**config.mk**
```make
export PLATFORM = sky130hd
export DESIGN_NAME = mul_approx_pipe
export DESIGN_NICKNAME = d
export VERILOG_FILES = /design/src/rtl/mul_approx_pkg.sv /design/src/rtl/mul_csa_row.sv /design/src/rtl/mul_approx_pipe.sv
export SDC_FILE = /design/constraint.sdc
export NUM_CORES = 1
export LEC_CHECK = 0
export ABC_AREA = 1
export BUFFER_PORTS_ARGS = -buffer_cell sky130_fd_sc_hd__buf_2
export CAP_MARGIN = 10
export CORE_MARGIN = 8
export CORE_UTILIZATION = 56
export DETAILED_ROUTE_END_ITERATION = 8
export GPL_TIMING_DRIVEN = 0
export PLACE_DENSITY_LB_ADDON = 0.2
export REMOVE_ABC_BUFFERS = 1
export SYNTH_ARGS = -nofsm -noshare
export SYNTH_HDL_FRONTEND = slang
export SYNTH_SLANG_ARGS = --single-unit
```
**constraint.sdc**
```tcl
create_clock -name clk -period 6.8 [get_ports clk]
set_input_delay 1.02 -clock clk [delete_from_list [all_inputs] [get_ports clk]]
set_output_delay 1.02 -clock clk [all_outputs]
set_load 0.01 [all_outputs]
```
**src/rtl/mul_approx_pkg.sv**
```systemverilog
// rtl/mul_approx_pkg.sv - shared mode type, defaults and truncation helpers
// for the approximate multiplier pipeline.
package mul_approx_pkg;

   typedef enum logic {
      MODE_EXACT  = 1'b0,
      MODE_APPROX = 1'b1
   } mode_e;

   localparam int WIDTH_DEFAULT = 8;
   localparam int PROD_W        = 2 * WIDTH_DEFAULT;

   // 1 when partial product a[i] & b[j] survives dropping the k lowest columns
   function automatic logic trunc_mask(input int k, input int i, input int j);
      return (i + j) >= k;
   endfunction

   // Midpoint of the dropped range, restores the expected value of the lost columns
   function automatic logic [63:0] comp_term(input int k);
      return (k > 0) ? (64'd1 << (k - 1)) : 64'd0;
   endfunction

endpackage

```
**src/rtl/mul_csa_row.sv**
```systemverilog
// rtl/mul_csa_row.sv - one carry-save 3:2 compressor row; the carry comes out
// already weighted (shifted left by one), with the top carry dropped.
module mul_csa_row #(
   parameter int W = 16
) (
   input  logic [W-1:0] x,
   input  logic [W-1:0] y,
   input  logic [W-1:0] z,
   output logic [W-1:0] sum,
   output logic [W-1:0] carry
);

   assign sum = x ^ y ^ z;

   // Products never reach 2^W, so the carry out of the top column is always zero
   assign carry = {(x[W-2:0] & y[W-2:0]) | (x[W-2:0] & z[W-2:0]) | (y[W-2:0] & z[W-2:0]), 1'b0};

endmodule

```
**src/rtl/mul_approx_pipe.sv**
```systemverilog
// rtl/mul_approx_pipe.sv - pipelined unsigned multiplier with run-time
// exact/approximate mode, valid/ready on both sides and an approximate-beat counter.
module mul_approx_pipe
   import mul_approx_pkg::*;
#(
   parameter  int WIDTH     = PROD_W / 2,
   parameter  int STAGES    = 3,
   parameter  int TRUNC_MAX = 6,
   localparam int KW        = (TRUNC_MAX > 0) ? $clog2(TRUNC_MAX + 1) : 1
) (
   input  logic               clk,
   input  logic               rst,
   input  logic               in_valid,
   output logic               in_ready,
   input  logic [WIDTH-1:0]   in_a,
   input  logic [WIDTH-1:0]   in_b,
   input  logic               in_mode,
   input  logic [KW-1:0]      in_k,
   output logic               out_valid,
   input  logic               out_ready,
   output logic [2*WIDTH-1:0] out_p,
   output logic               out_mode,
   output logic [31:0]        approx_cnt
);

   localparam int PW    = 2 * WIDTH;
   localparam int NL    = WIDTH - 2;
   localparam int NMID  = (STAGES >= 3) ? STAGES - 2 : 0;
   localparam int NDIV  = (NMID > 0) ? NMID : 1;
   localparam logic [KW-1:0] KMAX = KW'(TRUNC_MAX);

   typedef logic [WIDTH-1:0][PW-1:0] rows_t;

   typedef struct packed {
      logic          v;
      mode_e         mode;
      logic [KW-1:0] k;
      rows_t         rows;
   } stage_t;

   // Register positions along the reduction chain: after PP generation, then
   // at even splits of the CSA levels; the output register is always present.
   function automatic logic is_cut(input int p);
      logic hit;
      hit = 1'b0;
      if (STAGES > 1 && p == 0) hit = 1'b1;
      for (int m = 1; m <= NMID; m++) begin
         if (p == (m * NL) / NDIV) hit = 1'b1;
      end
      return hit;
   endfunction

   logic          en;
   logic [KW-1:0] k_in;
   stage_t        head;
   stage_t        pos_val   [NL+1];
   stage_t        after_reg [NL+1];

   assign en       = !out_valid || out_ready;
   assign in_ready = en;

   always_comb begin
      k_in = '0;
      if (mode_e'(in_mode) == MODE_APPROX) begin
         k_in = (in_k > KMAX) ? KMAX : in_k;
      end
      head      = '0;
      head.v    = in_valid;
      head.mode = mode_e'(in_mode);
      head.k    = k_in;
      for (int j = 0; j < WIDTH; j++) begin
         for (int i = 0; i < WIDTH; i++) begin
            head.rows[j][i+j] = in_a[i] & in_b[j] & trunc_mask(int'(k_in), i, j);
         end
      end
   end

   assign pos_val[0] = head;

   // Linear carry-save chain: each level folds rows 0..2 into sum/carry and
   // shifts the remaining rows down, so rows 0/1 hold the result at the end.
   for (genvar l = 0; l < NL; l++) begin : g_lvl
      logic [PW-1:0] s;
      logic [PW-1:0] c;
      stage_t        nxt;

      mul_csa_row #(.W(PW)) u_row (
         .x     (after_reg[l].rows[0]),
         .y     (after_reg[l].rows[1]),
         .z     (after_reg[l].rows[2]),
         .sum   (s),
         .carry (c)
      );

      always_comb begin
         nxt         = after_reg[l];
         nxt.rows[0] = s;
         nxt.rows[1] = c;
         for (int r = 2; r < WIDTH - 1; r++) begin
            nxt.rows[r] = after_reg[l].rows[r+1];
         end
         nxt.rows[WIDTH-1] = '0;
      end

      assign pos_val[l+1] = nxt;
   end

   for (genvar p = 0; p <= NL; p++) begin : g_pos
      if (is_cut(p)) begin : g_cut
         stage_t q;
         always_ff @(posedge clk or posedge rst) begin
            if (rst) begin
               q <= '0;
            end else if (en) begin
               q <= pos_val[p];
            end
         end
         assign after_reg[p] = q;
      end else begin : g_wire
         assign after_reg[p] = pos_val[p];
      end
   end

   stage_t        fin;
   logic [PW-1:0] cpa;
   logic [PW:0]   comp;
   logic [PW:0]   total;
   logic [PW-1:0] p_next;
   logic          unused_rows;

   assign fin         = after_reg[NL];
   assign cpa         = fin.rows[0] + fin.rows[1];
   assign comp        = (PW+1)'(comp_term(int'(fin.k)));
   assign total       = {1'b0, cpa} + comp;
   assign p_next      = total[PW] ? '1 : total[PW-1:0];
   assign unused_rows = ^fin.rows[WIDTH-1:2];

   always_ff @(posedge clk or posedge rst) begin
      if (rst) begin
         out_valid <= 1'b0;
         out_p     <= '0;
         out_mode  <= 1'b0;
      end else if (en) begin
         out_valid <= fin.v;
         out_p     <= p_next;
         out_mode  <= (fin.mode == MODE_APPROX);
      end
   end

   logic [31:0] cnt_q;

   always_ff @(posedge clk or posedge rst) begin
      if (rst) begin
         cnt_q <= '0;
      end else if (out_valid && out_ready && out_mode) begin
         cnt_q <= cnt_q + 32'd1;
      end
   end

   assign approx_cnt = cnt_q;

endmodule

```
# Word-level counts from Yosys, hierarchy flattened
# Cells that the tools add are included.
word_totals:
  ff_bits: 155
  input_bits: 24
  out_inout_bits: 51
  wordCells: 176
classes:
  addsub: 4
  n_lt_le_gt_ge: 9
  n_shift: 1
  n_mux: 4
  bitwise: 134
  reduce_logical: 4
op_table:
  columns: ["operator", "count"]
  rows:
  - ["$or 15x15->15", 12]
  - ["$and 15x15->15", 7]
  - ["$and 1x1->1", 92]
  - ["$xor 16x16->16", 5]
  - ["$add 32x1->32 const B", 1]
  - ["$shl 1x32->17 const A", 1]
  - ["$and 15x11->15", 2]
  - ["$and 15x12->15", 2]
  - ["$and 15x13->15", 2]
  - ["$and 15x14->15", 2]
  - ["$add 16x17->17", 1]
  - ["$mux 17", 1]
  - ["$add 16x16->16", 1]
  - ["$mux 16", 1]
  - ["$xor 16x10->16", 1]
  - ["$xor 16x11->16", 1]
  - ["$xor 16x12->16", 1]
  - ["$xor 16x13->16", 1]
  - ["$xor 16x14->16", 1]
  - ["$xor 16x15->16", 1]
  - ["$and 8x10->10", 1]
  - ["$and 9x10->10", 1]
  - ["$and 8x9->9", 1]
  - ["$ge 3x3->1 const A", 3]
  - ["other kinds (10)", 14]

# Depth between registers and ports, before layout
# Gate-level depths: netlist (run 1).
depth:
  depth_word: 18
  ltp_mapped: 23
  depth_no_buf: 22

# Modules after synthesis
# From an unflattened synthesis (run 1), not the netlist that was laid out.
hier_totals:
  cells_unflattened: 1193
  area_unflattened_um2: 10413.7
modules_own_cells:
  columns: ["module", "instances", "cells_each", "area_each_um2", "seq_area_each_um2"]
  rows:
  - ["mul_approx_pipe", 1, 1037, 8334.2, 3903.7]
  - ["mul_csa_row", 6, 26, 346.6, 0.0]

# Least setup slack after synthesis (run 1)
# Ideal clock, no wire load.
synth_timing:
  kind: "register to register"
  start: "register g_pos[0].g_cut.q, in the netlist after_reg[805]"
  end: "register g_pos[6].g_cut.q, in the netlist after_reg[7]"
  setup_ps: 130
  arrival_time_ps: 3448
  required_ps: 6670
  path_slack_ps: 3222
  stages_incl_launch_ff: 9
  period_less_slack_ps: 3578
  path_cell_list: "dfrtp_1 > fa_1 > fa_1 > fa_1 > fa_1 > inv_1 > fa_1 > fa_1 > o21ai_0"
synth_between:
  elab_chain_cells: 12
synth_lines:
  columns: ["item", "line", "text"]
  rows:
  - ["from (decl)", "mul_approx_pipe.sv:110", "stage_t q;"]
  - ["from (signal assigned)", "mul_approx_pipe.sv:115", "q <= pos_val[p];"]
  - ["$xor 8x9->9", "mul_csa_row.sv:13", "assign sum = x ^ y ^ z;"]
  - ["$xor 16x10->16", "mul_csa_row.sv:13", null]
  - ["$xor 16x16->16", "mul_csa_row.sv:13", null]
  - ["$xor 16x11->16", "mul_csa_row.sv:13", null]
  - ["$xor 16x16->16", "mul_csa_row.sv:13", null]
  - ["$xor 16x12->16", "mul_csa_row.sv:13", null]
  - ["$xor 16x16->16", "mul_csa_row.sv:13", null]
  - ["$xor 16x13->16", "mul_csa_row.sv:13", null]
  - ["$xor 16x16->16", "mul_csa_row.sv:13", null]
  - ["$xor 16x14->16", "mul_csa_row.sv:13", null]
  - ["$xor 16x16->16", "mul_csa_row.sv:13", null]
  - ["$xor 16x15->16", "mul_csa_row.sv:13", null]
  - ["to (signal assigned)", "mul_approx_pipe.sv:115", null]
  - ["to (decl)", "mul_approx_pipe.sv:110", null]
# Every way passes these cells.
# A chain may end at the register's enable or synchronous reset.

# Final worst setup path (run 1)
# Ends and elaborated chain as after synthesis.

==> impl_metrics.tcl, run 1 <==
set metrics [dict create \
    status "completed" \
    die_w_um 141.3 \
    synth_edf_count 0 \
    p_sw_mw 1.724 \
    place.gp.congestion 0.8643 \
    synthFlopType "dfrtp_1" \
    detailed_place.area_sq_mm 0.009408 \
    cp_max_fo 2 \
    vias_per_cell 5.120 \
    insertion_delay_ps 430 \
    period_minus_slack_ps 3696 \
    synthCells 1046 \
    clk_pin_slew_ps 60 \
    fmax_mhz 270.5 \
    fin_crit_sh_pct 54.36 \
    grt_pass1_vias 6840 \
    core_area_sq_mm 0.01560 \
    cts_hold_buffers 0 \
    grt_pass1_wl_mm 32.15 \
    cp-end-kind "flop" \
    startpoint_type "flop" \
    required_ps 7070 \
    cts_resized 0 \
    port_buffers 74 \
    syn-mean-instance-area_sq_um 8.412 \
    p_sw_share_pct 41.48 \
    post_synth_main_area_contributors "dfrtp_1 42%, nand2_1 13%, fa_1 9.8%" \
    grt_max_degree 93 \
    stdcell_area_sq_mm 0.009980 \
    pre_cts_slack_ps 3085 \
    synth_cell_types 44 \
    final-hold-violation-count 0 \
    setup_viol 0 \
    clkPwrFrac_pct 22.1 \
    relSlewSlack_pct 40.94 \
    min_path_type "reg2reg" \
    syn_to_final_growth_pct 13.42 \
    power_leakage_nw 5.294 \
    cts_tree "done" \
    crit_arrival_ps 3970 \
    intPower_mw 2.432 \
    layout.nets 1223 \
    place_hpwl_mm 13.34 \
    start_util_pct 56.41 \
    cap_violations 0 \
    fin_tns_setup_ps 0 \
    syn_area_sq_mm 0.008798 \
    final_cell_mix "309 x nand2_1, 153 x inv_1, 147 x dfrtp_1" \
    drc 0 \
    ant_nets 0 \
    antenna_found_initial 0 \
    final_core_util_pct 63.98 \
    finalNonFillerCells 1351 \
    skew_ps 9.695 \
    rsz0062_at_grt "no" \
    layout_setup_ws_ps 3104 \
    dieArea_sq_mm 0.01998 \
    overflow 0 \
    cts.sinks 147 \
    initialDrtViolationCount 482 \
    path_class "reg2reg" \
    firstDrtPassIters 4 \
    largest_reg_flops 97 \
    powerDensity_mw_per_mm2 416.4 \
    rows 46 \
    wire_per_inst_um 13.60 \
    hold_slack_ps 453.7 \
    yosysWarnings 0 \
    wl_mm 18.37 \
    drive_gt1_share_pct 13.22 \
    yosysTopAreaCell "dfrtp_1" \
    power_mw 4.155 \
    synth_top_area_share_pct 41.81 \
    post_cts_buffers 0 \
    ir_drop_v 0.0002507 \
    cts_made_buffers 17 \
    seq_area_frac_synth_pct 41.81 \
    grt_usage_pct 19.79 \
    dp_cells 1319 \
    cts_root_buf "clkbuf_16" \
    nFillCells 1361 \
    die_y_um 141.3 \
    vias 6917 \
    ios 75 \
    htree_levels 4 \
    ys_ff_latch 147 \
    async_reset_ff_share_pct 100.0 \
    final_common_cell "nand2_1" \
    pwr-share-comb_pct 48.3 \
    tightest_slew_ps 886.0 \
    slew_viol_final 0 \
    antenna_cells 0 \
    seq_power_share_pct 29.6 \
    cts.path.max_buffers 2 \
]
[worst max-delay path: stages (launching register included)]
cell and delay [ps]:
dfrtp_1 400, fa_1 560, fa_1 450, fa_1 500
fa_1 520, inv_1 50, fa_1 470, fa_1 510
o21ai_0 80
[routing by layer]
metal	vias to the layer above	GRT usage, %	wire (um)
li1	3438	-	-
met3	19	4.637	792
met5	-	0	0
met1	3336	26.16	8634
met4	0	5.317	204
met2	124	32.20	8742
[cells in the mapped netlist (6+ instances only)]
library cell and instances:
nand3_2 6, inv_1 154, o21ai_0 50, nand3_1 63, xnor2_1 11, a21oi_2 6
o21ai_1 10, o22ai_1 8, nor2_1 56, nor3_1 8, o31ai_1 8, nand2_1 310
a21oi_1 19, fa_1 43, ha_1 34, buf_2 15, inv_2 6, nand2_2 7
clkbuf_1 9, nand4_1 11, xor2_1 25, dfrtp_1 147
[worst paths after layout]
check	from	end	slack, ps	cells after the start
min in group asynchronous	rst	out_p[14]	640	2
worst min register to register	after_reg[132]	out_valid	450	2
max in group asynchronous	rst	approx_cnt[8]	5350	3
worst min-delay path	after_reg[132]	out_valid	450	2
worst max register to register	after_reg[805]	after_reg[7]	3100	8
worst max-delay path	after_reg[805]	after_reg[7]	3100	8
[kinds of logic after synthesis]
logic type / Yosys count / synth area share (%)
buf+inv: 188 / 8.376
xor+xnor: 36 / 3.584
fa+ha+maj: 77 / 14.62
flops: 147 / 41.81
other cells: 1 / 0.04262
simple gates: 488 / 24.45
compound gates: 109 / 7.125
[cell type report]
type | count | area (sq um) | share of cell area (%)
Timing Repair Buffer | 76 | 425.4 | 4.263
Clock buffer | 23 | 467.9 | 4.689
Inverter | 162 | 616.8 | 6.181
Multi-Input combinational cell | 718 | 4417 | 44.26
Clock inverter | 9 | 103.9 | 1.041
Sequential cell | 147 | 3679 | 36.86
Tap cell | 216 | 270.3 | 2.708
[power by group through the flow]
| stage | Clock [mW] | Sequential, mW | Combinational (mW) |
|---|---|---|---|
| final | 0.919 | 1.23 | 2.01 |
| after global routing | 0.972 | 1.26 | 2.34 |
| after CTS | 0.934 | 1.23 | 2.02 |
| after detailed placement | 0 | 1.25 | 2.01 |
| after global placement | 0 | 1.24 | 1.98 |
| after floorplan | 0 | 1.26 | 1.53 |
Note: power is estimated with default switching activity, not from simulation.
==> inputs of run 2 (changes only) <==
--- a/config.mk
+++ b/config.mk
@@ -5,11 +5,11 @@
 export SDC_FILE = /design/constraint.sdc
 export NUM_CORES = 1
 export LEC_CHECK = 0
-export ABC_AREA = 1
+export ABC_AREA = 0
 export BUFFER_PORTS_ARGS = -buffer_cell sky130_fd_sc_hd__buf_2
 export CAP_MARGIN = 10
 export CORE_MARGIN = 8
-export CORE_UTILIZATION = 56
+export CORE_UTILIZATION = 54
 export DETAILED_ROUTE_END_ITERATION = 8
 export GPL_TIMING_DRIVEN = 0
 export PLACE_DENSITY_LB_ADDON = 0.2
==> constraint.sdc (replaced) <==
create_clock -name clk -period 3.2 [get_ports clk]
set_input_delay 0.48 -clock clk [delete_from_list [all_inputs] [get_ports clk]]
set_output_delay 0.48 -clock clk [all_outputs]
set_load 0.01 [all_outputs]
==> run 2 against run 1 <==
Effect of this change: the flow now finishes with violations (negative setup slack); combinational power is 130% higher; critical path depth unchanged; non-clock buffer count rose by 2; clock-buffer cell count is 5 lower; die area fell by 5.6%; global-route usage fell by 1.6 points; sequential share of layout area up 3.2 points; clock skew up 2.2 ps; first-iteration DRC count is 28% lower.
==> impl_metrics.tcl, run 2 <==
set metrics [dict create \
    slew_viol_final 0 \
    drive_gt1_share_pct 18.24 \
    grt_usage_pct 18.21 \
    period_minus_slack_ps 3603 \
    rows 44 \
    power_mw 9.272 \
    drc 0 \
    seq_power_share_pct 28.0 \
    relSlewSlack_pct 50.69 \
    r2r_slack_ps -400 \
    intPower_mw 5.623 \
    firstDrtPassIters 5 \
    clkPwrFrac_pct 21.6 \
    ir_drop_v 0.0005813 \
    final_common_cell "dfrtp_1" \
    min_path_type "in2async" \
    ys_ff_latch 147 \
    status "complete, but fails checks" \
    fin_crit_sh_pct 112.6 \
    synthFlopType "dfrtp_1" \
    vias 5749 \
    grt_pass1_wl_mm 27.59 \
    wl_mm 16.39 \
    cp-end-kind "flop" \
    antenna_cells 0 \
    cts.sinks 147 \
    syn_to_final_growth_pct 15.72 \
    cap_violations 0 \
    layout_setup_ws_ps -403.5 \
    yosysTopAreaCell "dfrtp_1" \
    largest_reg_flops 97 \
    synth_cell_types 47 \
    p_sw_mw 3.650 \
    pwr-share-comb_pct 50.4 \
    ant_nets 0 \
    skew_ps 11.85 \
    clk_pin_slew_ps 60 \
    core_area_sq_mm 0.01448 \
    async_reset_ff_share_pct 100.0 \
    final-hold-violation-count 0 \
    wire_per_inst_um 15.61 \
    die_w_um 137.3 \
    synth_commonest_cells "147 x dfrtp_1, 140 x nand2_1, 67 x nand3_1, 53 x inv_1, 43 x fa_1" \
    cts_tree "done" \
    yosysMostFrequentCell "dfrtp_1" \
    die_y_um 137.3 \
    rsz0062_at_grt "yes" \
    ios 75 \
    r2r-start "after_reg[837]" \
    violations "negative setup slack" \
    p_sw_share_pct 39.36 \
    htree_levels 4 \
    seq_area_frac_synth_pct 46.30 \
    post_synth_main_area_contributors "dfrtp_1 46%, fa_1 11%, nand2_1 6.6%" \
    hold_slack_ps 117.7 \
    required_ps 3490 \
    antenna_found_initial 0 \
    place_hpwl_mm 11.66 \
    synthCells 792 \
    cp_max_fo 2 \
    power_leakage_nw 4.470 \
    endpoint "after_reg[7]" \
    initialDrtViolationCount 348 \
    cts_root_buf "clkbuf_16" \
    crit_path_start "after_reg[837]" \
    syn-mean-instance-area_sq_um 10.03 \
    layout.nets 955 \
    startpoint_type "flop" \
    cts.path.max_buffers 2 \
    syn_area_sq_mm 0.007945 \
    tightest_slew_ps 738.1 \
    r2r_end "after_reg[7]" \
    r2r_cells 8 \
    dieArea_sq_mm 0.01885 \
    grt_pass1_vias 5826 \
    grt_max_degree 92 \
    crit_arrival_ps 3890 \
    final_cell_mix "147 x dfrtp_1, 140 x nand2_1, 74 x buf_2" \
    insertion_delay_ps 420 \
    fmax_mhz 277.5 \
    yosysWarnings 0 \
    fin_tns_setup_ps -2005 \
    cts_made_buffers 17 \
    start_util_pct 54.87 \
    synth_top_area_share_pct 46.30 \
    powerDensity_mw_per_mm2 1009 \
    vias_per_cell 5.475 \
    path_class "reg2reg" \
    synth_edf_count 0 \
    overflow 0 \
    place.gp.congestion 0.8326 \
    setup_viol 9 \
    port_buffers 74 \
]
run 2: area by class of cell:
| cell class | count | area, sq um |
|---|---|---|
| Clock buffer | 18 | 439.2 |
| Fill cell | 1167 | 5285 |
| Tap cell | 184 | 230.2 |
| Clock inverter | 13 | 158.9 |
| Multi-Input combinational cell | 557 | 4028 |
| Inverter | 53 | 206.4 |
| Sequential cell | 147 | 3679 |
| Timing Repair Buffer | 78 | 452.9 |
run 2: cell families (layout without fill, tap and decap cells):
kind of cell,after synthesis,in the layout,share of synthesized area [%]
buffers and inverters,95,162,4.661
DFF,147,147,46.30
and+or+nand+nor,296,296,17.01
xor gates and xnor gates,49,49,5.402
adders and majority gates,77,77,16.19
other,1,8,0.04720
AOI/OAI and AO/OA,126,126,10.27
muxes,1,1,0.1260
run 2: routing by layer:
layer  vias to the layer above  GRT usage (%)  part of all wire, %
met2                       136          29.95                   51
li1                       2764              -                    -
met1                      2831          23.47                   44
met4                         0          5.492                  1.3
met3                        18          4.303                  4.5
met5                         -              0                    0
run 2: worst max-delay path, stage by stage (launching register included):
cell     delay (ps)
dfrtp_1         400
fa_2            580
fa_2            450
fa_2            550
fa_1            420
inv_2            70
fa_2            450
fa_1            490
a21oi_1          60
run 2: through the flow:
step	util (%)	setup slack (ps)	instance area, sq um	std cells
finish	63.50	-403.5	9194	1050
global route	63.50	-453.4	9194	1050
CTS	63.17	-385.7	9146	1050
detailed placement	58.64	-506.4	8491	1018
global placement	58.02	-6412	8401	1015
floorplan	-	-2935	7800	757
run 2: worst min-delay path by stage:
stage | to | slack [ps]
CTS | approx_cnt[26] | 130
floorplan | after_reg[132] | 430
global placement | after_reg[132] | 440
finish | approx_cnt[31] | 120
detailed placement | after_reg[132] | 450
global route | approx_cnt[31] | 160
run 2: power groups by stage:
| stage | clock network [mW] | logic [mW] | registers, mW |
|---|---|---|---|
| floorplan | 0 | 3.34 | 2.64 |
| global placement | 0 | 4.23 | 2.61 |
| detailed placement | 0 | 4.39 | 2.63 |
| CTS | 2.05 | 4.52 | 2.60 |
| global route | 2.13 | 5.29 | 2.66 |
| finish | 2.01 | 4.67 | 2.60 |
run 2: repair_timing:
item,4_1_cts,5_1_grt
gates resized for setup,20,15
hold buffers,0,0
setup endpoints to repair,12,27
pin swaps,24,6
buffers inserted,1,0
==> inputs of run 3 (changes only) <==
--- a/config.mk
+++ b/config.mk
@@ -8,12 +8,15 @@
 export ABC_AREA = 0
 export BUFFER_PORTS_ARGS = -buffer_cell sky130_fd_sc_hd__buf_2
 export CAP_MARGIN = 10
+export CELL_PAD_IN_SITES_DETAIL_PLACEMENT = 1
+export CELL_PAD_IN_SITES_GLOBAL_PLACEMENT = 1
 export CORE_MARGIN = 8
-export CORE_UTILIZATION = 54
+export CORE_UTILIZATION = 44
 export DETAILED_ROUTE_END_ITERATION = 8
 export GPL_TIMING_DRIVEN = 0
-export PLACE_DENSITY_LB_ADDON = 0.2
+export PLACE_DENSITY = 0.74
 export REMOVE_ABC_BUFFERS = 1
 export SYNTH_ARGS = -nofsm -noshare
 export SYNTH_HDL_FRONTEND = slang
+export SYNTH_HIERARCHICAL = 1
 export SYNTH_SLANG_ARGS = --single-unit
==> run 3 against run 2 <==
Effect of this change: synthesized cell count is 23% higher; sequential share of layout area is 6.6 points lower; non-clock buffer count is 17 higher; power is 46% higher; cell count is 34% higher; critical path depth is 7 higher; clock-buffer cell count is 1 lower; highest routed layer unchanged; the flow still finishes with violations (negative setup slack); first-iteration DRC count stayed put; via count is 26% higher; register-to-register slack worse by 80 ps; largest cell class unchanged.
==> impl_metrics.tcl, run 3 <==
set metrics [dict create \
    antenna_found_initial 0 \
    syn-mean-instance-area_sq_um 10.14 \
    fin_crit_sh_pct 115.0 \
    ir_drop_v 0.0005301 \
    detailed_place.area_sq_mm 0.01080 \
    cp.depth 15 \
    power_mw 13.50 \
    cts_hold_buffers 0 \
    period_minus_slack_ps 3679 \
    firstDrtPassIters 4 \
    place_hpwl_mm 16.40 \
    worst_path_dominant_cell_family "compound AO/OA/AOI/OAI gates" \
    violations "negative setup slack" \
    nFillCells 2521 \
    crit_arrival_ps 3990 \
    fmax_mhz 271.8 \
    insertion_delay_ps 430 \
    cts_tree "done" \
    die_y_um 166.0 \
    ys_ff_latch 156 \
    hold_slack_ps 71.14 \
    drc 0 \
    cp_max_fo 6 \
    vias_per_cell 5.160 \
    clk_pin_slew_ps 70 \
    endpoint "out_p[13]" \
    power_leakage_nw 5.703 \
    final_core_util_pct 52.31 \
    port_buffers 74 \
    p_sw_share_pct 43.42 \
    r2r_slack_ps -480 \
    place.gp.congestion 0.7747 \
    async_reset_ff_share_pct 100.0 \
    initialDrtViolationCount 348 \
    yosysTopAreaCell "dfrtp_1" \
    wl_mm 22.94 \
    post_synth_main_area_contributors "dfrtp_1 39%, fa_1 19%, nand2_1 9.9%" \
    layout.nets 1256 \
    grt_max_degree 105 \
    seq_power_share_pct 21.1 \
    status "complete, but fails checks" \
    setup_viol 33 \
    grt_pass1_wl_mm 39.84 \
    pre_cts_slack_ps -917.3 \
    cts_made_buffers 17 \
    synth_edf_count 0 \
    yosysMostFrequentCell "nand2_1" \
    r2r_end "out_p[13]" \
    startpoint_type "flop" \
    largest_reg_flops 106 \
    cts.path.max_buffers 2 \
    overflow 0 \
    fin_tns_setup_ps -10770 \
    skew_ps 13.60 \
    synth_cell_types 61 \
    relSlewSlack_pct 62.18 \
    synth_commonest_cells "261 x nand2_1, 156 x dfrtp_1, 92 x fa_1, 83 x nand3_1, 42 x o21ai_0" \
    min_path_type "in2async" \
    rows 55 \
    clkPwrFrac_pct 15.1 \
    cp-end-kind "flop" \
    r2r_cells 15 \
    syn_to_final_growth_pct 18.10 \
    pwr-share-comb_pct 63.7 \
    crit_path_start "after_reg[0]" \
    synthFlopType "dfrtp_1" \
    grt_pass1_vias 7957 \
    grt_usage_pct 17.54 \
    max_stage_delay_ps 390 \
    core_area_sq_mm 0.02237 \
    final_common_cell "nand2_1" \
    finalNonFillerCells 1404 \
    tightest_slew_ps 564.8 \
    start_util_pct 44.29 \
    yosysWarnings 6 \
    htree_levels 4 \
    critical-path-slowest-cell "dfrtp_1" \
    synth_top_area_share_pct 39.41 \
    seq_area_frac_synth_pct 39.41 \
    stdcell_area_sq_mm 0.01170 \
    path_cells "ha_2, fa_2, a211oi_2, o21bai_2, nand3_2, or3b_4, xor2_1, ha_1, nand2_2, nor4_2, o31a_1, o311ai_4, o211ai_4, buf_12, o32a_1" \
    cts.sinks 156 \
    final_cell_mix "256 x nand2_1, 156 x dfrtp_1, 82 x nand3_1" \
    final-hold-violation-count 0 \
    slew_viol_final 0 \
    rsz0062_at_grt "yes" \
    intPower_mw 7.640 \
    drive_gt1_share_pct 17.25 \
    antenna_cells 0 \
    cap_violations 0 \
    ant_nets 0 \
    wire_per_inst_um 16.34 \
    p_sw_mw 5.864 \
    powerDensity_mw_per_mm2 1154 \
    r2r-start "after_reg[0]" \
    ios 75 \
    dieArea_sq_mm 0.02757 \
    synthCells 977 \
    die_w_um 166.0 \
    required_ps 3510 \
    dp_cells 1357 \
    syn_area_sq_mm 0.009906 \
    crit_buf_inv 1 \
    multiInputGateArea_sq_mm 0.006117 \
    vias 7244 \
    ff_latch_area_sq_mm 0.003904 \
    layout_setup_ws_ps -478.8 \
    path_class "reg2reg" \
    cts_root_buf "clkbuf_16" \
]
run 3: cell types whose count changed after synthesis, sizes merged, moves of 7 or more:
cell | previous run | this run
nand3 | 67 | 83
a32o | 11 | 0
nor2 | 43 | 23
nand2 | 141 | 261
clkbuf | 26 | 34
dfrtp | 147 | 156
a21oi | 36 | 22
inv | 53 | 15
nand4 | 14 | 6
fa | 43 | 92
xnor2 | 31 | 38
run 3: worst min path at each step:
stage	to	cells past startpoint	startpoint	slack (ps)
6_report	out_p[13]	2	rst	70
5_1_grt	approx_cnt[11]	2	rst	100
2_1_floorplan	after_reg[132]	2	after_reg[132]	430
3_5_place_dp	after_reg[132]	2	after_reg[132]	460
4_1_cts	approx_cnt[27]	2	rst	80
3_3_place_gp	after_reg[132]	2	after_reg[132]	450
run 3: final cells by class:
type | count | area share [%]
well taps | 285 | 3.048
multi-input cells | 821 | 52.29
inverters | 15 | 0.5668
repair buffers | 95 | 5.733
clock buffers | 17 | 3.636
clock inverters | 15 | 1.358
flip-flops and latches | 156 | 33.37
run 3: cells by family (layout without fill, tap and decap cells):
logic type               count (synthesis)  count (layout)  synth area share (%)
AO/OA/AOI/OAI                          129             129                 8.918
AND/OR/NAND/NOR                        428             428                 19.04
other                                    7              78                0.2653
XOR/XNOR                                58              58                 6.038
buffers and inverters                   71             142                 3.233
multiplexers                             2               2                0.2147
adder cells (fa/ha/maj)                126             126                 22.89
flip-flops                             156             156                 39.41
run 3: timing repair:
action                                  4_1_cts  5_1_grt
pin swaps                                    50       15
gates cloned                                  1        0
hold endpoints to repair                      0        0
setup buffers                                10        5
endpoints found under the setup margin       38       37
resized for setup                            40       16
run 3: routing by layer:
metal / part of all wire (%) / global-route usage, % / up-vias
met4: 0.92 / 4.387 / 0
met5: 0 / 0 / -
met1: 44 / 21.09 / 3710
met3: 2.1 / 2.924 / 14
li1: - / - / 3460
met2: 53 / 32.11 / 60
run 3: power by group through the flow:
| stage | registers, mW | logic (mW) | clock network (mW) |
|---|---|---|---|
| CTS | 2.86 | 8.41 | 2.10 |
| floorplan | 2.87 | 5.74 | 0 |
| global placement | 2.87 | 7.18 | 0 |
| detailed placement | 2.89 | 7.50 | 0 |
| finish | 2.86 | 8.60 | 2.05 |
| global route | 2.93 | 9.74 | 2.16 |
